File: config.mk
export PLATFORM = sky130hd
export DESIGN_NAME = interp_sel_sequencer
export DESIGN_NICKNAME = d
export VERILOG_FILES = /design/src/rtl/interp_pkg.sv /design/src/rtl/interp_issue_pipe.sv /design/src/rtl/interp_sel_sequencer.sv
export SDC_FILE = /design/constraint.sdc
export NUM_CORES = 1
export LEC_CHECK = 0
export ABC_AREA = 1
export ABC_CLOCK_PERIOD_IN_PS = 4200
export CORE_MARGIN = 2
export CORE_UTILIZATION = 30
export CTS_CLUSTER_DIAMETER = 50
export DETAILED_ROUTE_END_ITERATION = 12
export GPL_TIMING_DRIVEN = 0
export PLACE_DENSITY = 0.51
export SYNTH_ARGS = -nofsm -noshare
export SYNTH_HDL_FRONTEND = slang
export SYNTH_HIERARCHICAL = 1
export SYNTH_SLANG_ARGS = --single-unit
File: constraint.sdc
create_clock -name clock -period 4.2 [get_ports clock]
set_input_delay 0.63 -clock clock [delete_from_list [all_inputs] [get_ports clock]]
set_output_delay 0.63 -clock clock [all_outputs]
set_load 0.02 [all_outputs]
File: src/rtl/interp_pkg.sv
// interp_pkg: phase encoding, s-tag layout and sel boundary constants shared by the
// sel sequencer, input_array_mux users and the filter.
package interp_pkg;

    localparam int unsigned NUM_PIXEL_DEF = 8;
    localparam int unsigned SEL_W_DEF     = 8;
    localparam int unsigned PHASE_W       = 3;
    localparam int unsigned IDX_W         = 5;
    localparam int unsigned MASK_W        = 3;

    typedef enum logic [PHASE_W-1:0] {
        PH_IDLE      = 3'd0,
        PH_INT_ROW   = 3'd1,
        PH_INT_COL   = 3'd2,
        PH_WAIT_HALF = 3'd3,
        PH_HALF_A    = 3'd4,
        PH_HALF_B    = 3'd5,
        PH_HALF_C    = 3'd6,
        PH_DRAIN     = 3'd7
    } phase_e;

    // Tag carried on s: which phase issued the row and its index within that phase
    typedef struct packed {
        logic [PHASE_W-1:0] phase;
        logic [IDX_W-1:0]   index;
    } tag_t;

    // Sel boundaries as a function of block width
    function automatic int unsigned int_rows_of(input int unsigned np);
        return np + 7;
    endfunction

    function automatic int unsigned int_cols_of(input int unsigned np);
        return int_rows_of(np) + 8;
    endfunction

    function automatic int unsigned ha_end_of(input int unsigned np);
        return int_cols_of(np) + np;
    endfunction

    function automatic int unsigned hb_end_of(input int unsigned np);
        return ha_end_of(np) + np;
    endfunction

    function automatic int unsigned hc_end_of(input int unsigned np);
        return hb_end_of(np) + np;
    endfunction

    localparam int unsigned INT_ROWS = int_rows_of(NUM_PIXEL_DEF);
    localparam int unsigned INT_COLS = int_cols_of(NUM_PIXEL_DEF);
    localparam int unsigned HA_END   = ha_end_of(NUM_PIXEL_DEF);
    localparam int unsigned HB_END   = hb_end_of(NUM_PIXEL_DEF);
    localparam int unsigned HC_END   = hc_end_of(NUM_PIXEL_DEF);

    // Phase that follows cur once its work is finished, skipping masked half phases
    function automatic phase_e next_phase(input phase_e cur, input logic [MASK_W-1:0] mask);
        phase_e nxt;
        nxt = PH_DRAIN;
        case (cur)
            PH_IDLE:      nxt = PH_INT_ROW;
            PH_INT_ROW:   nxt = PH_INT_COL;
            PH_INT_COL:   nxt = (mask == '0) ? PH_DRAIN : PH_WAIT_HALF;
            PH_WAIT_HALF: nxt = mask[0] ? PH_HALF_A : (mask[1] ? PH_HALF_B : PH_HALF_C);
            PH_HALF_A:    nxt = mask[1] ? PH_HALF_B : (mask[2] ? PH_HALF_C : PH_DRAIN);
            PH_HALF_B:    nxt = mask[2] ? PH_HALF_C : PH_DRAIN;
            default:      nxt = PH_DRAIN;
        endcase
        return nxt;
    endfunction

endpackage

File: src/rtl/interp_issue_pipe.sv
// interp_issue_pipe: delays the issue strobe and last-row flag so data_valid and done
// line up with the registered output of input_array_mux.
module interp_issue_pipe (
    input  logic clock,
    input  logic reset,
    input  logic issue_in,
    input  logic last_in,
    output logic data_valid,
    output logic done
);

    logic issue_q;
    logic last_q;
    logic valid_q;
    logic done_q;

    // Stage 1 tracks the sel/s register, stage 2 tracks the mux output register
    always_ff @(posedge clock or posedge reset) begin
        if (reset) begin
            issue_q <= 1'b0;
            last_q  <= 1'b0;
            valid_q <= 1'b0;
            done_q  <= 1'b0;
        end else begin
            issue_q <= issue_in;
            last_q  <= last_in;
            valid_q <= issue_q;
            done_q  <= issue_q & last_q;
        end
    end

    assign data_valid = valid_q;
    assign done       = done_q;

endmodule

File: src/rtl/interp_sel_sequencer.sv
// interp_sel_sequencer: walks input_array_mux through one 8x8 interpolation pass
// (integer rows, integer columns, half-pel A/B/C rows), stalling on dst_ready and
// waiting for half_ready before the half-pel phases.
// Optional build macro INTERP_SEL_FRAC_MASK_EN adds frac_mask[2:0] to skip half phases.
module interp_sel_sequencer
    import interp_pkg::*;
#(
    parameter int unsigned NUM_PIXEL = NUM_PIXEL_DEF,
    parameter int unsigned SEL_W     = SEL_W_DEF
) (
    input  logic               clock,
    input  logic               reset,
    input  logic               start,
    input  logic               dst_ready,
    input  logic               half_ready,
`ifdef INTERP_SEL_FRAC_MASK_EN
    input  logic [MASK_W-1:0]  frac_mask,
`endif
    output logic [SEL_W-1:0]   sel,
    output logic [SEL_W-1:0]   s,
    output logic               data_valid,
    output logic               busy,
    output logic               done,
    output logic [PHASE_W-1:0] phase
);

    localparam int unsigned INT_ROWS_L = int_rows_of(NUM_PIXEL);
    localparam int unsigned INT_COLS_L = int_cols_of(NUM_PIXEL);
    localparam int unsigned HA_END_L   = ha_end_of(NUM_PIXEL);
    localparam int unsigned HB_END_L   = hb_end_of(NUM_PIXEL);
    localparam int unsigned HC_END_L   = hc_end_of(NUM_PIXEL);

    phase_e              state_q, state_d;
    logic [IDX_W-1:0]    idx_q, idx_d;
    logic [SEL_W-1:0]    sel_q, sel_d;
    logic [SEL_W-1:0]    s_q, s_d;
    logic                busy_q, busy_d;
    logic                drain_q, drain_d;
    logic [MASK_W-1:0]   mask_q, mask_d;
    logic                issue_d;
    logic                last_d;

    logic                issuing;
    int unsigned         base_v;
    int unsigned         last_idx_v;
    tag_t                tag;

    // Next-state, counter and issue decode
    always_comb begin
        state_d    = state_q;
        idx_d      = idx_q;
        sel_d      = sel_q;
        s_d        = s_q;
        drain_d    = drain_q;
        mask_d     = mask_q;
        issue_d    = 1'b0;
        last_d     = 1'b0;
        issuing    = 1'b0;
        base_v     = 0;
        last_idx_v = 0;
        tag        = '0;

        case (state_q)
            PH_IDLE: begin
                if (start) begin
                    state_d = PH_INT_ROW;
                    idx_d   = '0;
                    drain_d = 1'b0;
`ifdef INTERP_SEL_FRAC_MASK_EN
                    mask_d  = frac_mask;
`else
                    mask_d  = '1;
`endif
                end
            end
            PH_INT_ROW: begin
                issuing    = 1'b1;
                base_v     = 0;
                last_idx_v = INT_ROWS_L - 1;
            end
            PH_INT_COL: begin
                issuing    = 1'b1;
                base_v     = INT_ROWS_L;
                last_idx_v = INT_COLS_L - INT_ROWS_L - 1;
            end
            PH_WAIT_HALF: begin
                if (half_ready) begin
                    state_d = next_phase(state_q, mask_q);
                end
            end
            PH_HALF_A: begin
                issuing    = 1'b1;
                base_v     = INT_COLS_L;
                last_idx_v = HA_END_L - INT_COLS_L - 1;
            end
            PH_HALF_B: begin
                issuing    = 1'b1;
                base_v     = HA_END_L;
                last_idx_v = HB_END_L - HA_END_L - 1;
            end
            PH_HALF_C: begin
                issuing    = 1'b1;
                base_v     = HB_END_L;
                last_idx_v = HC_END_L - HB_END_L - 1;
            end
            PH_DRAIN: begin
                // Two cycles let the last row reach data_valid/done, then release busy
                drain_d = ~drain_q;
                if (drain_q) begin
                    state_d = PH_IDLE;
                end
            end
            default: begin
                state_d = PH_IDLE;
            end
        endcase

        if (issuing && dst_ready) begin
            tag.phase = state_q;
            tag.index = idx_q;
            sel_d     = SEL_W'(base_v + 32'(idx_q));
            s_d       = SEL_W'(tag);
            issue_d   = 1'b1;
            if (idx_q == IDX_W'(last_idx_v)) begin
                idx_d   = '0;
                state_d = next_phase(state_q, mask_q);
                last_d  = (state_d == PH_DRAIN);
            end else begin
                idx_d = idx_q + IDX_W'(1);
            end
        end

        busy_d = (state_d != PH_IDLE);
    end

    // State, counter and registered mux drive
    always_ff @(posedge clock or posedge reset) begin
        if (reset) begin
            state_q <= PH_IDLE;
            idx_q   <= '0;
            sel_q   <= '0;
            s_q     <= '0;
            busy_q  <= 1'b0;
            drain_q <= 1'b0;
            mask_q  <= '0;
        end else begin
            state_q <= state_d;
            idx_q   <= idx_d;
            sel_q   <= sel_d;
            s_q     <= s_d;
            busy_q  <= busy_d;
            drain_q <= drain_d;
            mask_q  <= mask_d;
        end
    end

    interp_issue_pipe u_issue_pipe (
        .clock      (clock),
        .reset      (reset),
        .issue_in   (issue_d),
        .last_in    (last_d),
        .data_valid (data_valid),
        .done       (done)
    );

    assign sel   = sel_q;
    assign s     = s_q;
    assign busy  = busy_q;
    assign phase = state_q;

endmodule

==> implementation parameters, run 1 <==
Parameter                              Value

Yosys
  Share of the synthesized area in the top cell type    0.4552
  Adder-cell area share of the yosys netlist    0.05766
  Leading register cell type out of synthesis    sky130_fd_sc_hd__dfrtp_1
  Synth top area cells    sky130_fd_sc_hd__dfrtp_1 (46%), sky130_fd_sc_hd__nand2_1 (9.8%), sky130_fd_sc_hd__ha_1 (4.6%)
  Post-synth top area cell    sky130_fd_sc_hd__dfrtp_1
  Async set or reset register ratio after synthesis    1.000
  Synth cell types    34
  Dominant combinational cell family by area after synthesis    simple AND/OR/NAND/NOR gates
  Mux contribution to synthesized area    0
  Number of synthesized register bits    30
  Avg Synthesized Cell Area    8.866 um^2
  Count of flip-flops with a built-in enable after synthesis    0
  Seq/Total Area, Yosys    0.4552
  Post-synthesis share of cell area spent on xor and xnor gates    0.03718
  Synthesized instance count    186
  Area share of and/or/nand/nor cells after synthesis    0.2534
  Synthesized-area fraction occupied by ao, oa, aoi and oai cells    0.1123
  Cell area after synthesis    0.001649 mm^2
  Syn nets    198
  Number of warning messages in the yosys log    6

Timing
  Final count of negative-setup-slack endpoints    0
  Fmax achieved    0.4494 GHz
  Final clock skew    0.007356 ns
  Actual transition at the worst max-transition pin    between 1 and 1.5 ns
  Period utilization    0.5298
  Max-slew headroom    0.3030
  Final hold vios    0
  Final sum of negative setup slack    0 ns
  Max-slew violation count    0
  Unrepaired setup endpoints after global routing    false
  Hold WS    roughly 0.38 ns
  Post-layout minimum cycle time    2.225 ns

Floorplanning
  Core region area    roughly 0.0052 mm^2
  Die height    78.14 um
  Effective utilization at floorplan    0.3168
  I/O pins    27
  Row Count    26
  Floorplan die width    slightly below 80 um
  Area of the die    between 0.006 and 0.007 mm^2

Clocking
  Number of buffers added by the clock tree synthesis step    5
  Clk_lat worst skew    0.28 ns
  Post-CTS clock slew at the launch and capture registers of the worst setup and hold paths    0.07 ns
  CTS Hold Buffers Added    0
  Maximum clock insertion buffer count    2
  CTS Root Cell    sky130_fd_sc_hd__clkbuf_8
  Post-CTS setup-driven buffer insertion count    0
  CTS H-tree lvls    2
  Clock tree from TritonCTS    yes
  Quantity of gates resized following cts    0
  TritonCTS sink count    30

Final layout
  Proportion of layout cells with a drive suffix above 1    0.1507
  Filler instances    548
  Layout Cells excl Fill    289
  Sequential cell area    around 750 um^2
  Multi-input gate area    763.2 um^2
  Top library cells by usage in the layout, fill and taps aside    sky130_fd_sc_hd__nand2_1 (43), sky130_fd_sc_hd__dfrtp_1 (30), sky130_fd_sc_hd__clkdlybuf4s50_1 (25), sky130_fd_sc_hd__inv_1 (20), sky130_fd_sc_hd__o21ai_0 (15)
  Final-stage net count    230
  Relative area change from synthesis to final layout    27.16%
  Count of inserted antenna diode cells    0
  Most common cell after layout, fill and taps aside    sky130_fd_sc_hd__nand2_1

GRT
  Vias in the first global route    between 1k and 1.5k
  Initial antenna violation count    0
  Maximum number of pins on one net before global-route repair    27
  Global-route total usage across every layer    0.1307
  Wire length of the first global-routing pass    6216 um
  Global route total overflow    0

Drt
  Detail-routed net length per standard cell    12.08 um
  First-pass iteration count of the detailed router    4
  Via density per instance    between 4 and 5
  Number of remaining DRC errors    0
  Vias after detailed routing    1,314
  Detailed Route WL    3492 um
  Drt initial violations    a little under 70
  Count of nets left with antenna violations after detail routing    0

Critical path
  Worst Setup Start Kind    flop
  Arrival time worst endpoint    2.38 ns
  Type of the worst setup path    flop to flop
  Critical path endpoint category    flop
  Number of cells on the worst reg-to-reg path    9
  Required time of the worst setup path    4.36 ns
  Highest net fanout along the worst path    7

Worst hold path
  Hold Path Stages    0
  Type of the tightest min-delay check    flop to flop

Run status
  Status    completed

Pwr
  Leakage    0.0009888 uW
  IR drop worst, VDD    between 0.2 and 0.25 mV
  Power after layout    1646 uW
  Power density relative to cell area    784.8 mW/mm^2

Job
  Count of maximum capacitance violations    0

Placement
  Post-detail-place hpwl    2570 um
  Routability-driven placement congestion ratio    a little over 0.8
  Cell Count Post-Placement    281
  Total of buffers placed on input and output ports    25
## where the power goes
part / internal (uW) / switching, uW
Sequential: 389 / 70.2
Clock: 177 / 112
Combinational: 360 / 538
Total: 926 / 720
## final cells by class
| class | count | area share |
|---|---|---|
| sequential | 30 | 0.3580 |
| clock inverter | 2 | 0.01790 |
| buffer | 6 | 0.02148 |
| inverter | 23 | 0.04296 |
| tap | 70 | 0.04177 |
| timing repair buffer | 25 | 0.1193 |
| multi-input combinational | 127 | 0.3640 |
| clock buffer | 6 | 0.03461 |
## layer usage
metal	part of all wire	global-route usage	up-vias
met1	0.52	0.1835	605
met2	0.42	0.1931	37
met4	0.017	0.04737	0
li1	-	-	667
met3	0.046	0.03448	5
met5	0	0	-
## sequential cells by signal (all words and copies together), names as in the netlist
register	cells
s	8
sel	7
idx_q	5
phase	3
busy	1
drain_q	1
mask_q	1
u_issue_pipe/data_valid	1
u_issue_pipe/done	1
u_issue_pipe/issue_q	1
u_issue_pipe/last_q	1
## cell families (layout without fill, tap and decap cells)
logic type	after synthesis	in the layout
AOI/OAI and AO/OA	33	33
xor gates and xnor gates	7	7
adders and majority gates	7	7
buffers and inverters	29	62
DFF	30	30
other	1	1
and+or+nand+nor	79	79
## path summary, 6_finish.rpt
kind / to / startpoint / slack (ns)
max: sel[4] / phase[1] / 1.98
min in group asynchronous: u_issue_pipe/data_valid / reset / 0.56
min: u_issue_pipe/data_valid / u_issue_pipe/issue_q / 0.38
max reg2reg: sel[4] / phase[1] / 1.98
min reg2reg: u_issue_pipe/data_valid / u_issue_pipe/issue_q / 0.38
max in group asynchronous: s[1] / reset / 2.63
## critical path, cell delays in order (launching register included)
cell and delay, ns:
sky130_fd_sc_hd__dfrtp_1 0.49, sky130_fd_sc_hd__nand2_4 0.18, sky130_fd_sc_hd__o21ai_2 0.11, sky130_fd_sc_hd__inv_1 0.12, sky130_fd_sc_hd__ha_1 0.21, sky130_fd_sc_hd__inv_1 0.06, sky130_fd_sc_hd__fa_1 0.40, sky130_fd_sc_hd__o21ai_0 0.29
sky130_fd_sc_hd__xnor2_1 0.15, sky130_fd_sc_hd__o21ai_0 0.08
## synth_stat cells (3+ instances only)
cell type / instances
sky130_fd_sc_hd__xor2_1: 4
sky130_fd_sc_hd__nand2_2: 4
sky130_fd_sc_hd__xnor2_1: 3
sky130_fd_sc_hd__o22ai_1: 3
sky130_fd_sc_hd__buf_2: 3
sky130_fd_sc_hd__nand2_1: 43
sky130_fd_sc_hd__o21ai_0: 15
sky130_fd_sc_hd__ha_1: 6
sky130_fd_sc_hd__nand3_1: 9
sky130_fd_sc_hd__nor2_1: 8
sky130_fd_sc_hd__nand4_1: 3
sky130_fd_sc_hd__inv_1: 20
sky130_fd_sc_hd__a21oi_1: 7
sky130_fd_sc_hd__dfrtp_1: 30
## stage by stage
step           area [um^2]    util  setup WS, ns
2_1_floorplan         1649       -         2.096
3_3_place_gp          1987  0.3817         1.996
3_5_place_dp          1987  0.3817         1.986
4_1_cts               2097  0.4029         1.955
5_1_grt               2097  0.4029         1.758
6_report              2097  0.4029         1.975
(Power assumes the default switching activity.)
==> run 2: changes to the inputs <==
ABC_CLOCK_PERIOD_IN_PS = 1900   (was 4200)
PLACE_DENSITY = 0.53   (was 0.51)
clock period = 1.9 ns   (was 4.2 ns; I/O delays follow)
==> implementation parameters, run 2 (same netlist as run 1, synthesis figures left out) <==
Parameter                              Value

Run status
  Status    completed

Final layout
  Layout Cells excl Fill    298 (+3.1%)
  Relative area change from synthesis to final layout    35.28%
  Multi-input gate area    845.8 um^2 (+11%)
  Filler instances    521 (-4.9%)
  Final-stage net count    239 (+3.9%)
  Post-route core utilization    0.4286 (+0.02572)
  Final instance area    0.002231 mm^2 (+6.4%)
  Top library cells by usage in the layout, fill and taps aside    sky130_fd_sc_hd__nand2_1 (40), sky130_fd_sc_hd__dfrtp_1 (27), sky130_fd_sc_hd__clkdlybuf4s50_1 (25), sky130_fd_sc_hd__inv_1 (19)
  Largest register FFs    8 (unchanged)
  Count of inserted antenna diode cells    0 (unchanged)
  Proportion of layout cells with a drive suffix above 1    0.2544 (+0.1037)
  Most common cell after layout, fill and taps aside    sky130_fd_sc_hd__nand2_1
  Sequential cell area    754.5 um^2 (+0.50%)

Critical path
  Critical path startpoint    phase[0]
  Arrival time worst endpoint    1.98 ns (-0.40 ns)
  Highest net fanout along the worst path    8 (+1)
  Slack of the worst reg-to-reg path    0.08 ns (-1.89 ns)
  Required time of the worst setup path    2.07 ns (-2.29 ns)
  FF-to-FF Start    phase[0]
  Worst Setup Start Kind    flop
  Critical path endpoint category    flop
  Type of the worst setup path    flop to flop

Drt
  Via density per instance    4.490 (-1.2%)
  Vias after detailed routing    1,338 (+1.8%)
  Number of remaining DRC errors    0 (unchanged)
  Drt initial violations    51 (-25%)
  Detail-routed net length per standard cell    12.08 um (about the same)
  Count of nets left with antenna violations after detail routing    0 (unchanged)
  First-pass iteration count of the detailed router    4 (unchanged)
  Detailed Route WL    3601 um (+3.1%)

Timing
  Setup slack after layout    0.08417 ns (-1.891 ns)
  Hold WS    0.2141 ns (-0.1641 ns)
  Max-slew violation count    0 (unchanged)
  Actual transition at the worst max-transition pin    1.005 ns (-0.03917 ns)
  Max-slew headroom    0.3292 (+0.02614)
  Post-layout minimum cycle time    1.816 ns (-0.4091 ns)
  Fmax achieved    0.5507 GHz (+23%)
  Final clock skew    0.007273 ns (-0.00008302 ns)
  Unrepaired setup endpoints after global routing    true
  Final hold vios    0 (unchanged)
  Final count of negative-setup-slack endpoints    0 (unchanged)
  Period utilization    0.9557 (+0.4259)

Pwr
  Sw frac    0.4443 (+0.006844)
  Total internal power    2143 uW (+130%)
  Leakage    0.001027 uW (+3.9%)
  Net switching power of the design    1714 uW (+140%)
  Power density relative to cell area    1729 mW/mm^2 (+120%)
  Reg power frac    0.277 (-0.002)
  IR drop worst, VDD    0.5219 mV (+140%)
  Clock share of power    0.140 (-0.035)
  Power share of the combinational group    0.584 (+0.039)

Placement
  Cell Count Post-Placement    281 (unchanged)
  Worst slack at placement    -0.09326 ns (-2.080 ns)
  Total of buffers placed on input and output ports    25 (unchanged)
  Total placed instance area    0.002007 mm^2 (+1.0%)
  Post-detail-place hpwl    2589 um (+0.77%)
  Routability-driven placement congestion ratio    0.7987 (-2.3%)

GRT
  Global routing usage on met1    0.1794 (-0.004151)
  Maximum number of pins on one net before global-route repair    27 (unchanged)
  Global-route total usage across every layer    0.1292 (-0.001489)
  Met3 global-route usage    0.03908 (+0.004598)
  Global route hottest layer    met2
  Vias in the first global route    1,271 (-4.1%)
  Met2 track utilization from global routing    0.2000 (+0.006897)
  Global route total overflow    0 (unchanged)
  Wire length of the first global-routing pass    6141 um (-1.2%)
  Initial antenna violation count    0 (unchanged)

Floorplanning
  Area of the die    0.006106 mm^2 (unchanged)
  Core region area    0.005205 mm^2 (unchanged)
  I/O pins    27 (unchanged)
  Floorplan die width    78.14 um (unchanged)
  Row Count    26 (unchanged)
  Die height    78.14 um (unchanged)
  Effective utilization at floorplan    0.3168 (unchanged)

Clocking
  CTS Root Cell    sky130_fd_sc_hd__clkbuf_8
  CTS H-tree lvls    2 (unchanged)
  Maximum clock insertion buffer count    2 (unchanged)
  Number of buffers added by the clock tree synthesis step    5 (unchanged)
  Clk_lat worst skew    0.28 ns (about the same)
  TritonCTS sink count    30 (unchanged)
  Clock tree from TritonCTS    yes
  Post-CTS clock slew at the launch and capture registers of the worst setup and hold paths    0.07 ns (about the same)

Job
  Count of maximum capacitance violations    0 (unchanged)

Worst hold path
  Type of the tightest min-delay check    input port to asynchronous set/reset pin
-- run 2: cell count changes in the layout (fill, tap and decap cells not counted), moves of 2 or more --
cell | before | now
sky130_fd_sc_hd__buf_4 | 1 | 11
sky130_fd_sc_hd__dfrtp_1 | 30 | 27
sky130_fd_sc_hd__dfrtp_2 | 0 | 3
sky130_fd_sc_hd__ha_1 | 6 | 3
sky130_fd_sc_hd__ha_4 | 0 | 3
sky130_fd_sc_hd__nand2_1 | 43 | 40
sky130_fd_sc_hd__nand2_2 | 4 | 7
sky130_fd_sc_hd__o21ai_0 | 15 | 11
sky130_fd_sc_hd__o21ai_1 | 2 | 4
-- run 2: metrics by stage --
stage | total power (uW) | TNS [ns]
floorplan | 2451 | -0.0009335
global placement | 3067 | -0.5917
detailed placement | 3079 | -0.6380
CTS | 3755 | 0
global route | 4211 | -0.08011
finish | 3857 | 0
-- run 2: repair_timing --
item,4_1_cts,5_1_grt
gates cloned,0,0
setup endpoints to repair,14,14
gates resized for setup,6,11
hold buffers,0,0
setup buffers,3,7
pin swaps,4,6
-- run 2: per-layer routing --
| metal | share of wire | routed length [um] |
|---|---|---|
| met5 | 0 | 0 |
| met4 | 0.0083 | 30 |
| met3 | 0.057 | 206 |
| met2 | 0.46 | 1655 |
| met1 | 0.47 | 1709 |
-- run 2: layout make-up --
class / count / area share
Timing Repair Buffer: 35 / 0.1458
Multi-Input combinational cell: 127 / 0.3791
Sequential cell: 30 / 0.3382
Clock inverter: 1 / 0.002243
Buffer: 5 / 0.01514
Tap cell: 70 / 0.03926
Clock buffer: 7 / 0.03870
Inverter: 23 / 0.04150
-- run 2: power by group through the flow --
stage / Clock, uW / Sequential (uW) / Combinational [uW]
2_1_floorplan: 0 / 1220 / 1230
3_3_place_gp: 0 / 1030 / 2030
3_5_place_dp: 0 / 1040 / 2040
4_1_cts: 551 / 1040 / 2170
5_1_grt: 582 / 1100 / 2530
6_report: 539 / 1070 / 2250
-- run 2: worst paths after layout --
path	cells after the start	end
worst max-delay path	9	sel[4]
worst min-delay path	2	u_issue_pipe/done
worst max register to register	9	sel[4]
worst min register to register	0	u_issue_pipe/data_valid
max in group asynchronous	2	phase[2]
min in group clock	0	u_issue_pipe/data_valid
-- run 2: worst max-delay path, cell delays in order (launching register included) --
cell and delay, ns:
sky130_fd_sc_hd__dfrtp_2 0.49, sky130_fd_sc_hd__nand2_8 0.10, sky130_fd_sc_hd__o21ai_4 0.06, sky130_fd_sc_hd__inv_2 0.11, sky130_fd_sc_hd__ha_4 0.14, sky130_fd_sc_hd__inv_1 0.05
sky130_fd_sc_hd__fa_2 0.37, sky130_fd_sc_hd__o21ai_2 0.17, sky130_fd_sc_hd__xnor2_1 0.13, sky130_fd_sc_hd__o21ai_1 0.07
